## config.mk

```make
export PLATFORM = sky130hd
export DESIGN_NAME = acq_sequencer_flat
export DESIGN_NICKNAME = d
export VERILOG_FILES = /design/src/rtl/acq_pkg.sv /design/src/rtl/acq_if.sv /design/src/rtl/acq_cmd_decode.sv /design/src/rtl/acq_sequencer.sv /design/src/flat_wrapper.sv
export SDC_FILE = /design/constraint.sdc
export NUM_CORES = 1
export LEC_CHECK = 0
export CELL_PAD_IN_SITES_DETAIL_PLACEMENT = 1
export CELL_PAD_IN_SITES_GLOBAL_PLACEMENT = 1
export CORE_UTILIZATION = 39
export CTS_CLUSTER_SIZE = 10
export DETAILED_ROUTE_END_ITERATION = 12
export PLACE_DENSITY = 0.77
export SYNTH_ARGS = -nofsm -noshare
export SYNTH_HDL_FRONTEND = slang
export SYNTH_HIERARCHICAL = 1
export SYNTH_SLANG_ARGS = --single-unit
```

## constraint.sdc

```tcl
create_clock -name clk -period 3.3 [get_ports clk]
set_input_delay 0.495 -clock clk [delete_from_list [all_inputs] [get_ports clk]]
set_output_delay 0.495 -clock clk [all_outputs]
set_load 0.02 [all_outputs]
```

## src/rtl/acq_pkg.sv

```systemverilog
// Shared types and host command codes for the acquisition sequencer.
// The state enum and command constants are used by the decoder and the sequencer.
package acq_pkg;

    typedef enum logic [1:0] {
        IDLE    = 2'd0,
        ARMED   = 2'd1,
        CAPTURE = 2'd2,
        DONE    = 2'd3
    } acq_state_t;

    localparam logic [7:0] CMD_ARM     = 8'h41;  // 'A'
    localparam logic [7:0] CMD_ABORT   = 8'h58;  // 'X'
    localparam logic [7:0] CMD_TRIGSRC = 8'h54;  // 'T'
    localparam logic [7:0] CMD_SLOPE   = 8'h53;  // 'S'
    localparam logic [7:0] CMD_DELAY   = 8'h44;  // 'D'
    localparam logic [7:0] CMD_CONT    = 8'h43;  // 'C'

    // One-hot, single-cycle command strobes from the decoder.
    typedef struct packed {
        logic arm;
        logic abort;
        logic trigsrc;
        logic slope;
        logic delay;
        logic cont;
    } acq_cmd_t;

endpackage

```

## src/rtl/acq_if.sv

```systemverilog
// Waveform buffer write port plus the ready/ack handshake with the readout sampler.
// The sequencer is the master; the buffer/readout side is the slave.
interface acq_if #(
    parameter int unsigned ADDR_W   = 10,
    parameter int unsigned SAMPLE_W = 14
);
    logic                wrEn;
    logic [ADDR_W-1:0]   wrAddr;
    logic [SAMPLE_W-1:0] wrData;
    logic                ready;
    logic                ack;
    logic [15:0]         waveNumber;

    modport master (
        output wrEn, wrAddr, wrData, ready, waveNumber,
        input  ack
    );

    modport slave (
        input  wrEn, wrAddr, wrData, ready, waveNumber,
        output ack
    );
endinterface

```

## src/rtl/acq_cmd_decode.sv

```systemverilog
// Host command decoder: two-register synchroniser, stability compare and last-command memory.
// Emits one-cycle strobes, combinationally, on the edge a new stable character is accepted.
module acq_cmd_decode
    import acq_pkg::*;
#(
    parameter int unsigned CMD_W = 8
) (
    input  logic             clk,
    input  logic             reset,
    input  logic [CMD_W-1:0] cmdChar,
    output acq_cmd_t         cmd
);

    logic [CMD_W-1:0] s1;
    logic [CMD_W-1:0] s2;
    logic [CMD_W-1:0] last_cmd;
    logic             accept;

    // The strobe is asserted on the same edge that loads last_cmd, so it lasts one cycle.
    assign accept = (s1 == s2) && (s2 != last_cmd);

    always_ff @(posedge clk or posedge reset) begin
        if (reset) begin
            s1       <= '0;
            s2       <= '0;
            last_cmd <= '0;
        end else begin
            s1 <= cmdChar;
            s2 <= s1;
            if (accept) begin
                last_cmd <= s2;
            end
        end
    end

    always_comb begin
        cmd = '0;
        if (accept) begin
            cmd.arm     = (s2 == CMD_W'(CMD_ARM));
            cmd.abort   = (s2 == CMD_W'(CMD_ABORT));
            cmd.trigsrc = (s2 == CMD_W'(CMD_TRIGSRC));
            cmd.slope   = (s2 == CMD_W'(CMD_SLOPE));
            cmd.delay   = (s2 == CMD_W'(CMD_DELAY));
            cmd.cont    = (s2 == CMD_W'(CMD_CONT));
        end
    end

endmodule

```

## src/rtl/acq_sequencer.sv

```systemverilog
// ADC capture sequencer: arm, trigger wait, fixed-length buffer write, readout handshake.
// Owns the trigger/delay configuration bits and the completed-waveform counter.
module acq_sequencer
    import acq_pkg::*;
#(
    parameter int unsigned SAMPLE_W = 14,
    parameter int unsigned DEPTH    = 1000,
    parameter int unsigned ADDR_W   = 10,
    parameter int unsigned CMD_W    = 8
) (
    input  logic                clk,
    input  logic                reset,
    input  logic [CMD_W-1:0]    cmdChar,
    input  logic                trigger,
    input  logic [SAMPLE_W-1:0] sampleIn,
    output logic                trigSource,
    output logic                trigSlope,
    output logic                delaySel,
    output logic                armed,
    acq_if.master               bus
);

    localparam logic [ADDR_W-1:0] LAST_ADDR = ADDR_W'(DEPTH - 1);

    acq_cmd_t            cmd;
    acq_state_t          state;
    logic                cont_mode;
    logic                wr_en;
    logic [ADDR_W-1:0]   wr_addr;
    logic [SAMPLE_W-1:0] wr_data;
    logic                ready_r;
    logic [15:0]         wave_cnt;
    logic                cfg_ok;

    acq_cmd_decode #(
        .CMD_W(CMD_W)
    ) u_cmd_decode (
        .clk    (clk),
        .reset  (reset),
        .cmdChar(cmdChar),
        .cmd    (cmd)
    );

    // Configuration may only change while no capture is pending or running.
    assign cfg_ok = (state == IDLE) || (state == DONE);

    always_ff @(posedge clk or posedge reset) begin
        if (reset) begin
            state      <= IDLE;
            cont_mode  <= 1'b0;
            trigSource <= 1'b0;
            trigSlope  <= 1'b0;
            delaySel   <= 1'b0;
            armed      <= 1'b0;
            wr_en      <= 1'b0;
            wr_addr    <= '0;
            wr_data    <= '0;
            ready_r    <= 1'b0;
            wave_cnt   <= '0;
        end else if (cmd.abort) begin
            // Abort overrides a coincident trigger or final write; the counter is untouched.
            state   <= IDLE;
            armed   <= 1'b0;
            wr_en   <= 1'b0;
            ready_r <= 1'b0;
        end else begin
            if (cfg_ok) begin
                if (cmd.trigsrc) trigSource <= ~trigSource;
                if (cmd.slope)   trigSlope  <= ~trigSlope;
                if (cmd.delay)   delaySel   <= ~delaySel;
                if (cmd.cont)    cont_mode  <= ~cont_mode;
            end

            unique case (state)
                IDLE: begin
                    if (cmd.arm) begin
                        state <= ARMED;
                        armed <= 1'b1;
                    end
                end

                ARMED: begin
                    if (trigger) begin
                        state   <= CAPTURE;
                        armed   <= 1'b0;
                        wr_en   <= 1'b1;
                        wr_addr <= '0;
                        wr_data <= sampleIn;
                    end
                end

                CAPTURE: begin
                    wr_data <= sampleIn;
                    if (wr_addr == LAST_ADDR) begin
                        state    <= DONE;
                        wr_en    <= 1'b0;
                        ready_r  <= 1'b1;
                        wave_cnt <= wave_cnt + 16'd1;
                    end else begin
                        wr_addr <= wr_addr + ADDR_W'(1);
                    end
                end

                DONE: begin
                    if (bus.ack) begin
                        ready_r <= 1'b0;
                        if (cont_mode) begin
                            state <= ARMED;
                            armed <= 1'b1;
                        end else begin
                            state <= IDLE;
                        end
                    end
                end

                default: begin
                    state <= IDLE;
                end
            endcase
        end
    end

    assign bus.wrEn       = wr_en;
    assign bus.wrAddr     = wr_addr;
    assign bus.wrData     = wr_data;
    assign bus.ready      = ready_r;
    assign bus.waveNumber = wave_cnt;

endmodule
```

## src/flat_wrapper.sv

```systemverilog
// flat-port wrapper written by rule: the top's interface ports become plain ports
module acq_sequencer_flat import acq_pkg::*;
#(
    parameter int unsigned SAMPLE_W = 14,
    parameter int unsigned DEPTH    = 1000,
    parameter int unsigned ADDR_W   = 10,
    parameter int unsigned CMD_W    = 8
)
  (clk, reset, cmdChar, trigger, sampleIn, trigSource, trigSlope, delaySel, armed, bus_wrEn, bus_wrAddr, bus_wrData, bus_ready, bus_waveNumber, bus_ack);
  acq_if #(.ADDR_W(ADDR_W), .SAMPLE_W(SAMPLE_W)) bus_i ();
  input  logic clk;
  input  logic reset;
  input  logic [CMD_W-1:0] cmdChar;
  input  logic trigger;
  input  logic [SAMPLE_W-1:0] sampleIn;
  output logic trigSource;
  output logic trigSlope;
  output logic delaySel;
  output logic armed;
  output wire logic [$bits(bus_i.wrEn)-1:0] bus_wrEn;
  output wire logic [$bits(bus_i.wrAddr)-1:0] bus_wrAddr;
  output wire logic [$bits(bus_i.wrData)-1:0] bus_wrData;
  output wire logic [$bits(bus_i.ready)-1:0] bus_ready;
  output wire logic [$bits(bus_i.waveNumber)-1:0] bus_waveNumber;
  input wire logic [$bits(bus_i.ack)-1:0] bus_ack;
  assign bus_wrEn = bus_i.wrEn;
  assign bus_wrAddr = bus_i.wrAddr;
  assign bus_wrData = bus_i.wrData;
  assign bus_ready = bus_i.ready;
  assign bus_waveNumber = bus_i.waveNumber;
  assign bus_i.ack = bus_ack;
  acq_sequencer #(.SAMPLE_W(SAMPLE_W), .DEPTH(DEPTH), .ADDR_W(ADDR_W), .CMD_W(CMD_W)) u_core (.clk(clk), .reset(reset), .cmdChar(cmdChar), .trigger(trigger), .sampleIn(sampleIn), .trigSource(trigSource), .trigSlope(trigSlope), .delaySel(delaySel), .armed(armed), .bus(bus_i));
endmodule
```

==> results of run 1 <==
[layout make-up]
cell class / instances / area [µm²]
Multi-Input combinational cell: 224 / 1480
Fill cell: 926 / 3900
Timing Repair Buffer: 75 / 741
Clock buffer: 9 / 124
Inverter: 10 / 37.5
Clock inverter: 7 / 95.1
Tap cell: 105 / 131
Sequential cell: 73 / 1830
[state kept, by name (all words and copies together), names as in the netlist]
| signal | cells |
|---|---|
| u_core/bus.waveNumber | 16 |
| u_core/bus.wrData | 14 |
| u_core/bus.wrAddr | 10 |
| u_core/u_cmd_decode/last_cmd | 8 |
| u_core/u_cmd_decode/s1 | 8 |
| u_core/u_cmd_decode/s2 | 8 |
| u_core/state | 2 |
| u_core/armed | 1 |
| u_core/bus.ready | 1 |
| u_core/bus.wrEn | 1 |
| u_core/cont_mode | 1 |
| u_core/delaySel | 1 |
| u_core/trigSlope | 1 |
| u_core/trigSource | 1 |
[worst reg2reg max path, cell delays in order (launching register included)]
cell and delay, ps:
dfrtp_1 450, xor2_1 170, nor4_1 340, a211oi_2 130, and3_2 250, nand2b_1 190
nor4_4 170, buf_4 260, mux2_2 350
[power by group through the flow]
| stage | combinational [mW] | clock [mW] | sequential [mW] |
|---|---|---|---|
| finish | 1.10 | 0.775 | 1.18 |
| floorplan | 0.548 | 0 | 1.31 |
| CTS | 1.12 | 0.796 | 1.18 |
| detailed placement | 1.11 | 0 | 1.19 |
| global route | 1.21 | 0.834 | 1.19 |
| global placement | 1.07 | 0 | 1.18 |
[worst max-delay path by stage]
stage	cells past startpoint	slack, ps	to
after floorplan	12	730	u_core/bus.waveNumber[12]
after global placement	8	920	u_core/bus.waveNumber[1]
after detailed placement	8	880	u_core/bus.waveNumber[1]
after CTS	8	840	u_core/bus.waveNumber[1]
after global routing	8	710	u_core/bus.waveNumber[1]
final	8	890	u_core/bus.waveNumber[1]
[cells by family (layout without fill, tap and decap cells)]
| kind of cell | count (synthesis) | count (layout) |
|---|---|---|
| and+or+nand+nor | 132 | 132 |
| DFF | 73 | 73 |
| AOI/OAI and AO/OA | 39 | 39 |
| xor gates and xnor gates | 35 | 35 |
| buffers and inverters | 23 | 101 |
| muxes | 11 | 11 |
| adders and majority gates | 7 | 7 |
[stage by stage]
stage / utilization (%) / cell area [µm²] / worst slack [ps] / power [mW] / hold slack, ps
after floorplan: - / 3430 / 729 / 1.85 / 373
after global placement: 50.6 / 4220 / 918 / 2.25 / 378
after detailed placement: 50.6 / 4220 / 881 / 2.31 / 381
after CTS: 53.2 / 4440 / 841 / 3.09 / 400
after global routing: 53.2 / 4440 / 711 / 3.24 / 419
final: 53.2 / 4440 / 891 / 3.05 / 397
[layer usage]
| metal | part of all wire (%) | up-vias | routed length (µm) |
|---|---|---|---|
| met4 | 2.5 | 0 | 215 |
| met5 | 0 | - | 0 |
| met1 | 46 | 1323 | 3920 |
| li1 | - | 1251 | - |
| met3 | 4.1 | 15 | 344 |
| met2 | 47 | 63 | 4000 |
[synth_stat cells, drive strengths merged (4+ instances only)]
master,count,area [µm²]
xor2,9,78.8
o21ai,9,45.0
xnor2,26,228
nor2,8,30.0
and3,10,71.3
dfrtp,73,1830
nand2,69,259
nor4,5,52.6
mux2,9,116
nor3,6,30.0
nand3,10,50.1
a21oi,7,35.0
ha,7,87.6
nor4b,4,35.0
nand4,10,62.6
buf,6,51.3
a31oi,4,25.0
clkbuf,7,26.3
inv,10,37.5
==> results.ini, run 1 <==
[placement]
dp_cells=487
io_buffers=71
hpwl_um=6200
gp_congestion=0.790

[route]
wl_per_cell_um=16.9
wl_um=8480
final_antenna_net_count=0
vias=2652
drc=0
drt-initial-drc-count=99
first_pass_iters=4
post_drt_via_cell_ratio=5.27

[floorplan]
dieArea_mm2=0.00916
io_pins=72
die_h_um=95.7
start_util_pct=41.1
core_mm2=0.00834
die_x_um=95.7
rows=33

[setup_path]
crit_chain=xor2_1 -> nor4_1 -> a211oi_2 -> and3_2 -> nand2b_1 -> nor4_4 -> buf_4 -> mux2_2
r2r-start=u_core/u_cmd_decode/s2[5]
r2r_slack_ps=890
slowest_stage=dfrtp_1
cp-startpoint=u_core/u_cmd_decode/s2[5]
cp_max_fo=16
slowest_delay_ps=450
worstPathRequired_ps=3530
worstPathArrival_ps=2640
crit_type=register to register
cp_num_buf_inv=1
r2r_cells=8
crit_family=simple AND/OR/NAND/NOR gates
startpoint_type=register
rr_endpoint=u_core/bus.waveNumber[1]
crit_path_end_kind=register

[yosys]
syn_area_mm2=0.00343
synth_top_family_by_area=simple AND/OR/NAND/NOR gates
ys_async_sr_fraction_pct=100
synth-simple-area-share_pct=19.8
avgSynthCellArea_um2=10.7
ys_ff_latch=73
synth_edf_count=0
ys_types=47
synth-main-ff-cell=dfrtp_1
yosysSeqAreaShare_pct=53.3
synth_compound_area_share_pct=8.07
ys_warn_count=6
synthCells=320
muxShareOfSynthArea_pct=3.98
synth_xor_area_share_pct=8.95
synthAdderAreaFrac_pct=2.56
syn-num-nets=353

[power_and_ir_drop]
vdd_drop_max_mv=0.239
switching_power_mw=1.11
power.density_mw_per_mm2=688
p_int_mw=1.94
p_seq_share_pct=38.5
p_sw_share_pct=36.4
clkPwrFrac_pct=25.4
leakage_nw=1.94
p_comb_share_pct=36.1

[grt]
gr-total-overflow=0
grt.met3_usage_pct=3.63
grt_use_total_pct=20.5
grt_pass1_wl_um=14100
grt-busiest-layer=met2
antenna_found_initial=0
global_route.usage.met1_pct=27.3
grt_max_degree=27
met2_usage_pct=32.4
grt_pass1_vias=2759

[sta]
tightest_slew_ps=846
setup_viol=0
period_minus_slack_ps=2410
rsz0062_at_grt=no
tns_ps=0
min_period_over_period_pct=73.0
finClkSkew_ps=7.89
max_freq_mhz=415
relSlewSlack_pct=43.5
hold_viol=0
slew_violations=0

[final_layout]
final_cells=503
syn2layout_area_growth_pct=29.6
final_common_cell=dfrtp_1
final_cell_mix=73 x dfrtp_1, 71 x clkdlybuf4s50_1, 69 x nand2_1
drive_gt1_share_pct=11.3
insertedDiodeCount=0
fin_nets=426

[cts]
cts_htree_levels=3
cts_root_buf=clkbuf_8
clock-sinks=73
path_clk_slew_ps=80
clockBufferDepth=2
cts_tree=yes
postCtsSetupBuffers=0
post_cts_resized=0
cts_buffers=9
cts_hold_buffers=0
clk_latency_ps=350

[job]
maxCapViolCount=0

[worst_hold_path]
hold_end=u_core/u_cmd_decode/s2[3]
hold_class=register to register
hold_depth=0
hold_path_startpoint=u_core/u_cmd_decode/s1[3]

[status]
status=completed

Power figures use the tool's default switching activity.
==> run 2, diff against run 1 <==
==> constraint.sdc (replaced) <==
create_clock -name clk -period 2.41 [get_ports clk]
set_input_delay 0.3615 -clock clk [delete_from_list [all_inputs] [get_ports clk]]
set_output_delay 0.3615 -clock clk [all_outputs]
set_load 0.02 [all_outputs]
==> results.ini, run 2 (synthesis results as in run 1) <==
[sta]
setup_viol=0  ; unchanged
period_minus_slack_ps=2280  ; -130 ps
tightest_slew_ps=483  ; -363 ps
max_freq_mhz=439  ; +5.7%
min_period_over_period_pct=94.6  ; +22 points
slew_violations=0  ; unchanged
finClkSkew_ps=11.5  ; +3.60 ps
hold_viol=0  ; unchanged
rsz0062_at_grt=no
relSlewSlack_pct=67.4  ; +24 points
setup_ws_ps=131  ; -760 ps

[grt]
grt_max_degree=25  ; -7.4%
grt_pass1_wl_um=13400  ; -4.9%
met2_usage_pct=33.4  ; +1.0 points
antenna_found_initial=0  ; unchanged
grt_pass1_vias=2774  ; +0.54%
grt.met3_usage_pct=3.32  ; -0.32 points
global_route.usage.met1_pct=24.0  ; -3.3 points
grt_use_total_pct=19.5  ; -1.1 points
gr-total-overflow=0  ; unchanged
grt-busiest-layer=met2

[route]
post_drt_via_cell_ratio=5.27  ; about the same
wl_per_cell_um=15.9  ; -5.4%
wl_um=8280  ; -2.4%
drt-initial-drc-count=78  ; -21%
vias=2734  ; +3.1%
final_antenna_net_count=0  ; unchanged
drc=0  ; unchanged
first_pass_iters=4  ; unchanged

[final_layout]
final_cell_mix=73 x dfrtp_1, 71 x clkdlybuf4s50_1, 69 x nand2_1
insertedDiodeCount=0  ; unchanged
final_common_cell=dfrtp_1
syn2layout_area_growth_pct=33.2
postLayoutCellArea_mm2=0.00456  ; +2.8%
fin_nets=443  ; +4.0%
largest_reg_flops=16  ; unchanged
drive_gt1_share_pct=15.5  ; +4.2 points

[placement]
gp_congestion=0.797  ; +0.89%
io_buffers=71  ; unchanged
hpwl_um=6170  ; -0.40%
place_area_mm2=0.00437  ; +3.5%
dp_slack_ps=97.3  ; -783 ps

[cts]
cts_root_buf=clkbuf_8
cts_buffers=9  ; unchanged
cts_hold_buffers=0  ; unchanged
path_clk_slew_ps=80  ; about the same
clock-sinks=73  ; unchanged
cts_htree_levels=3  ; unchanged
cts_tree=yes
clk_latency_ps=350  ; about the same
clockBufferDepth=2  ; unchanged

[power_and_ir_drop]
leakage_nw=2.00  ; +3.2%
p_seq_share_pct=39.7  ; +1.2 points
vdd_drop_max_mv=0.372  ; +55%
p_comb_share_pct=39.5  ; +3.4 points
p_int_mw=2.54  ; +31%
switching_power_mw=1.49  ; +34%
power.density_mw_per_mm2=882  ; +28%
p_sw_share_pct=36.9  ; +0.51 points
clkPwrFrac_pct=20.9  ; -4.5 points

[setup_path]
crit_family=simple AND/OR/NAND/NOR gates
slowest_stage=dfrtp_1
worstPathRequired_ps=2640  ; -890 ps
cp_max_fo=16  ; unchanged
startpoint_type=register
crit_path_end_kind=register
cp_num_buf_inv=1  ; unchanged
crit_chain=xor2_1 -> nor4_2 -> a211oi_2 -> and3_4 -> nand2b_4 -> nor4_4 -> buf_12 -> mux2_2
worstPathArrival_ps=2510  ; -130 ps
slowest_delay_ps=400  ; -50 ps
crit_type=register to register

[status]
status=completed

[floorplan]
io_pins=72  ; unchanged
die_x_um=95.7  ; unchanged
rows=33  ; unchanged
start_util_pct=41.1  ; unchanged
die_h_um=95.7  ; unchanged
dieArea_mm2=0.00916  ; unchanged
core_mm2=0.00834  ; unchanged

[worst_hold_path]
hold_class=primary input to async pin

[job]
maxCapViolCount=0  ; unchanged

## run 2: layer usage
layer  up-vias  share of wire (%)
met5         -                  0
met4         0                2.1
met3        15                3.6
met2        60                 51
met1      1376                 44
li1       1283                  -
## run 2: cell type report
type,count,area [µm²]
Tap cell,105,131
Multi-Input combinational cell,224,1500
Inverter,10,37.5
Timing Repair Buffer,92,893
Clock buffer,10,138
Sequential cell,73,1830
Clock inverter,5,32.5
Fill cell,935,3780
## run 2: stage by stage
step	setup TNS [ps]	std cells	hold slack (ps)	total power, mW	util, %
6_report	0	519	310	4.02	54.7
3_5_place_dp	0	502	389	3.23	52.4
3_3_place_gp	0	502	382	3.15	52.4
2_1_floorplan	-980	320	373	2.55	-
4_1_cts	0	517	313	4.07	54.4
5_1_grt	0	519	349	4.28	54.7
## run 2: worst paths after layout
check	to	cells after the start	from	slack, ps
worst min register to register	u_core/u_cmd_decode/s2[6]	0	u_core/u_cmd_decode/s1[6]	400
min in group clk	u_core/u_cmd_decode/s2[6]	0	u_core/u_cmd_decode/s1[6]	400
max in group asynchronous	u_core/bus.wrData[0]	3	reset	1530
worst max register to register	u_core/bus.waveNumber[1]	8	u_core/u_cmd_decode/s2[7]	130
worst max-delay path	u_core/bus.waveNumber[1]	8	u_core/u_cmd_decode/s2[7]	130
worst min-delay path	u_core/bus.waveNumber[14]	2	reset	310
## run 2: repair_timing
| item | CTS | global route |
|---|---|---|
| buffers inserted | 0 | 2 |
| endpoints found under the setup margin | 0 | 21 |
| resized for setup | 0 | 2 |
## run 2: power by group through the flow
stage,logic [mW],clock network [mW],registers [mW]
finish,1.59,0.839,1.60
global route,1.75,0.906,1.62
CTS,1.61,0.871,1.60
detailed placement,1.60,0,1.62
global placement,1.55,0,1.61
floorplan,0.760,0,1.79
## run 2: worst register-to-register path: stages, from the launching register on
cell	delay, ps
dfrtp_1	400
xor2_1	170
nor4_2	320
a211oi_2	140
and3_4	200
nand2b_4	150
nor4_4	270
buf_12	180
mux2_2	330
==> run 3, diff against run 2 <==
--- a/config.mk
+++ b/config.mk
@@ -11,6 +11,7 @@
 export CTS_CLUSTER_SIZE = 10
 export DETAILED_ROUTE_END_ITERATION = 12
 export PLACE_DENSITY = 0.77
+export SETUP_SLACK_MARGIN = 0.4
 export SYNTH_ARGS = -nofsm -noshare
 export SYNTH_HDL_FRONTEND = slang
 export SYNTH_HIERARCHICAL = 1
==> results.ini, run 3 (synthesis results as in run 1) <==
[status]
status=completed

[placement]
gp_congestion=0.790  ; -0.85%
hpwl_um=6120  ; -0.83%
dp_slack_ps=49.3  ; -48.0 ps
place_area_mm2=0.00437  ; about the same
io_buffers=71  ; unchanged

[final_layout]
postLayoutCellArea_mm2=0.00523  ; +15%
largest_reg_flops=16  ; unchanged
syn2layout_area_growth_pct=52.6
final_common_cell=dfrtp_1
drive_gt1_share_pct=29.8  ; +14 points
fin_nets=464  ; +4.7%
fillCellCount=861  ; -7.9%
insertedDiodeCount=0  ; unchanged
final_cell_mix=72 x dfrtp_1, 71 x clkdlybuf4s50_1, 47 x nand2_1

[power_and_ir_drop]
vdd_drop_max_mv=0.413  ; +11%
p_int_mw=3.20  ; +26%
clkPwrFrac_pct=22.2  ; +1.3 points
p_comb_share_pct=45.9  ; +6.4 points
p_sw_share_pct=37.2  ; +0.25 points
power.density_mw_per_mm2=975  ; +11%
leakage_nw=2.35  ; +18%
p_seq_share_pct=31.9  ; -7.8 points
switching_power_mw=1.89  ; +28%

[floorplan]
start_util_pct=41.1  ; unchanged
core_mm2=0.00834  ; unchanged
die_x_um=95.7  ; unchanged
dieArea_mm2=0.00916  ; unchanged
rows=33  ; unchanged
io_pins=72  ; unchanged
die_h_um=95.7  ; unchanged

[setup_path]
slowest_delay_ps=470  ; +70 ps
rr_endpoint=u_core/bus.waveNumber[9]
crit_path_end_kind=register
startpoint_type=register
crit_type=register to register
r2r-start=u_core/u_cmd_decode/s2[4]
crit_chain=xor2_2 -> nor4_2 -> a211oi_2 -> and3_4 -> nand2b_4 -> nor4_4 -> buf_4 -> buf_12 -> nand4_1 -> xnor2_1
worstPathRequired_ps=2670  ; +30 ps
slowest_stage=dfrtp_2
r2r_cells=10  ; +2
cp_max_fo=8  ; -8
r2r_slack_ps=50  ; -80 ps
worstPathArrival_ps=2620  ; +110 ps

[worst_hold_path]
hold_end=u_core/u_cmd_decode/s2[2]
hold_path_startpoint=u_core/u_cmd_decode/s1[2]
hold_depth=0
hold_class=register to register

[cts]
path_clk_slew_ps=80  ; about the same
clock-sinks=73  ; unchanged
cts_hold_buffers=0  ; unchanged
clk_latency_ps=360  ; about the same
cts_root_buf=clkbuf_8
clockBufferDepth=2  ; unchanged
cts_buffers=9  ; unchanged
cts_tree=yes
cts_htree_levels=3  ; unchanged

[grt]
grt_use_total_pct=20.8  ; +1.4 points
grt_pass1_vias=2873  ; +3.6%
grt_pass1_wl_um=14200  ; +6.2%
antenna_found_initial=0  ; unchanged
grt.met3_usage_pct=4.98  ; +1.7 points
gr-total-overflow=0  ; unchanged
grt_max_degree=50  ; +100%
grt-busiest-layer=met2
global_route.usage.met1_pct=26.2  ; +2.3 points
met2_usage_pct=35.1  ; +1.7 points

[route]
final_antenna_net_count=0  ; unchanged
first_pass_iters=4  ; unchanged
wl_per_cell_um=20.1  ; +26%
drc=0  ; unchanged
drt-initial-drc-count=78  ; unchanged
vias=2961  ; +8.3%
post_drt_via_cell_ratio=5.47  ; +3.9%
wl_um=10900  ; +32%

[sta]
finClkSkew_ps=14.3  ; +2.82 ps
rsz0062_at_grt=yes
min_period_over_period_pct=98.0  ; +3.4 points
hold_viol=0  ; unchanged
slew_violations=0  ; unchanged
max_freq_mhz=423  ; -3.5%
setup_viol=0  ; unchanged
period_minus_slack_ps=2360  ; +82.7 ps
relSlewSlack_pct=56.8  ; -11 points
setup_ws_ps=48.5  ; -82.7 ps
tightest_slew_ps=648  ; +165 ps

[job]
maxCapViolCount=0  ; unchanged

==> run 3: changes by cell type in the layout (fill, tap and decap cells not counted), sizes merged <==
| cell | previous run | this run |
|---|---|---|
| clkbuf | 10 | 18 |
| clkinv | 2 | 1 |
| bufinv | 0 | 2 |
| buf | 21 | 36 |
| clkinvlp | 3 | 0 |
| inv | 10 | 11 |
==> run 3: power by group through the flow <==
stage               logic (mW)  registers (mW)  clock network [mW]
global route              2.49            1.65                1.21
CTS                       1.73            1.61                1.14
finish                    2.34            1.63                1.13
floorplan                0.844            1.79                   0
global placement          1.61            1.61                   0
detailed placement        1.67            1.63                   0
==> run 3: worst max-delay path by stage <==
stage,to,cells after the start,startpoint
detailed placement,u_core/bus.waveNumber[1],8,u_core/u_cmd_decode/last_cmd[6]
finish,u_core/bus.waveNumber[9],10,u_core/u_cmd_decode/s2[4]
floorplan,u_core/bus.waveNumber[12],12,u_core/u_cmd_decode/s2[2]
global route,u_core/bus.waveNumber[9],10,u_core/u_cmd_decode/s2[4]
global placement,u_core/bus.waveNumber[1],8,u_core/u_cmd_decode/last_cmd[6]
CTS,u_core/bus.waveNumber[1],8,u_core/u_cmd_decode/s2[4]
==> run 3: worst max-delay path, delay by kind of cell, from the launching register on <==
kind	cells	cell delay, ps
compound gates	1	130
simple gates	5	930
buf+inv	2	310
xor+xnor	2	440
flops	1	470
==> run 3: layout make-up <==
type | instances | area, µm² | share of cell area, %
Sequential cell | 73 | 1830 | 35.0
Clock buffer | 12 | 155 | 2.97
Tap cell | 105 | 131 | 2.51
Timing Repair Buffer | 113 | 1230 | 23.5
Clock inverter | 4 | 73.8 | 1.41
Inverter | 10 | 37.5 | 0.718
Multi-Input combinational cell | 224 | 1780 | 34.0
==> run 3: timing repair <==
action                                  CTS  global route
buffers inserted                          6            13
gates cloned                              0             7
pin swaps                                 8            19
endpoints found under the setup margin   29            55
resized for setup                        11            63
==> run 3: stage by stage <==
step | utilization (%) | hold slack (ps) | std cells | setup TNS (ps) | power, mW
after detailed placement | 52.4 | 390 | 499 | 0 | 3.29
after global routing | 62.7 | 423 | 541 | -2.92 | 5.34
after global placement | 52.4 | 383 | 499 | 0 | 3.22
after floorplan | - | 373 | 320 | -965 | 2.64
after CTS | 56.4 | 409 | 521 | 0 | 4.47
final | 62.7 | 401 | 541 | 0 | 5.10
==> run 3: per-layer routing <==
metal / wire, µm / vias up
li1: - / 1328
met1: 4380 / 1507
met2: 5810 / 99
met3: 400 / 27
met4: 302 / 0
met5: 0 / -
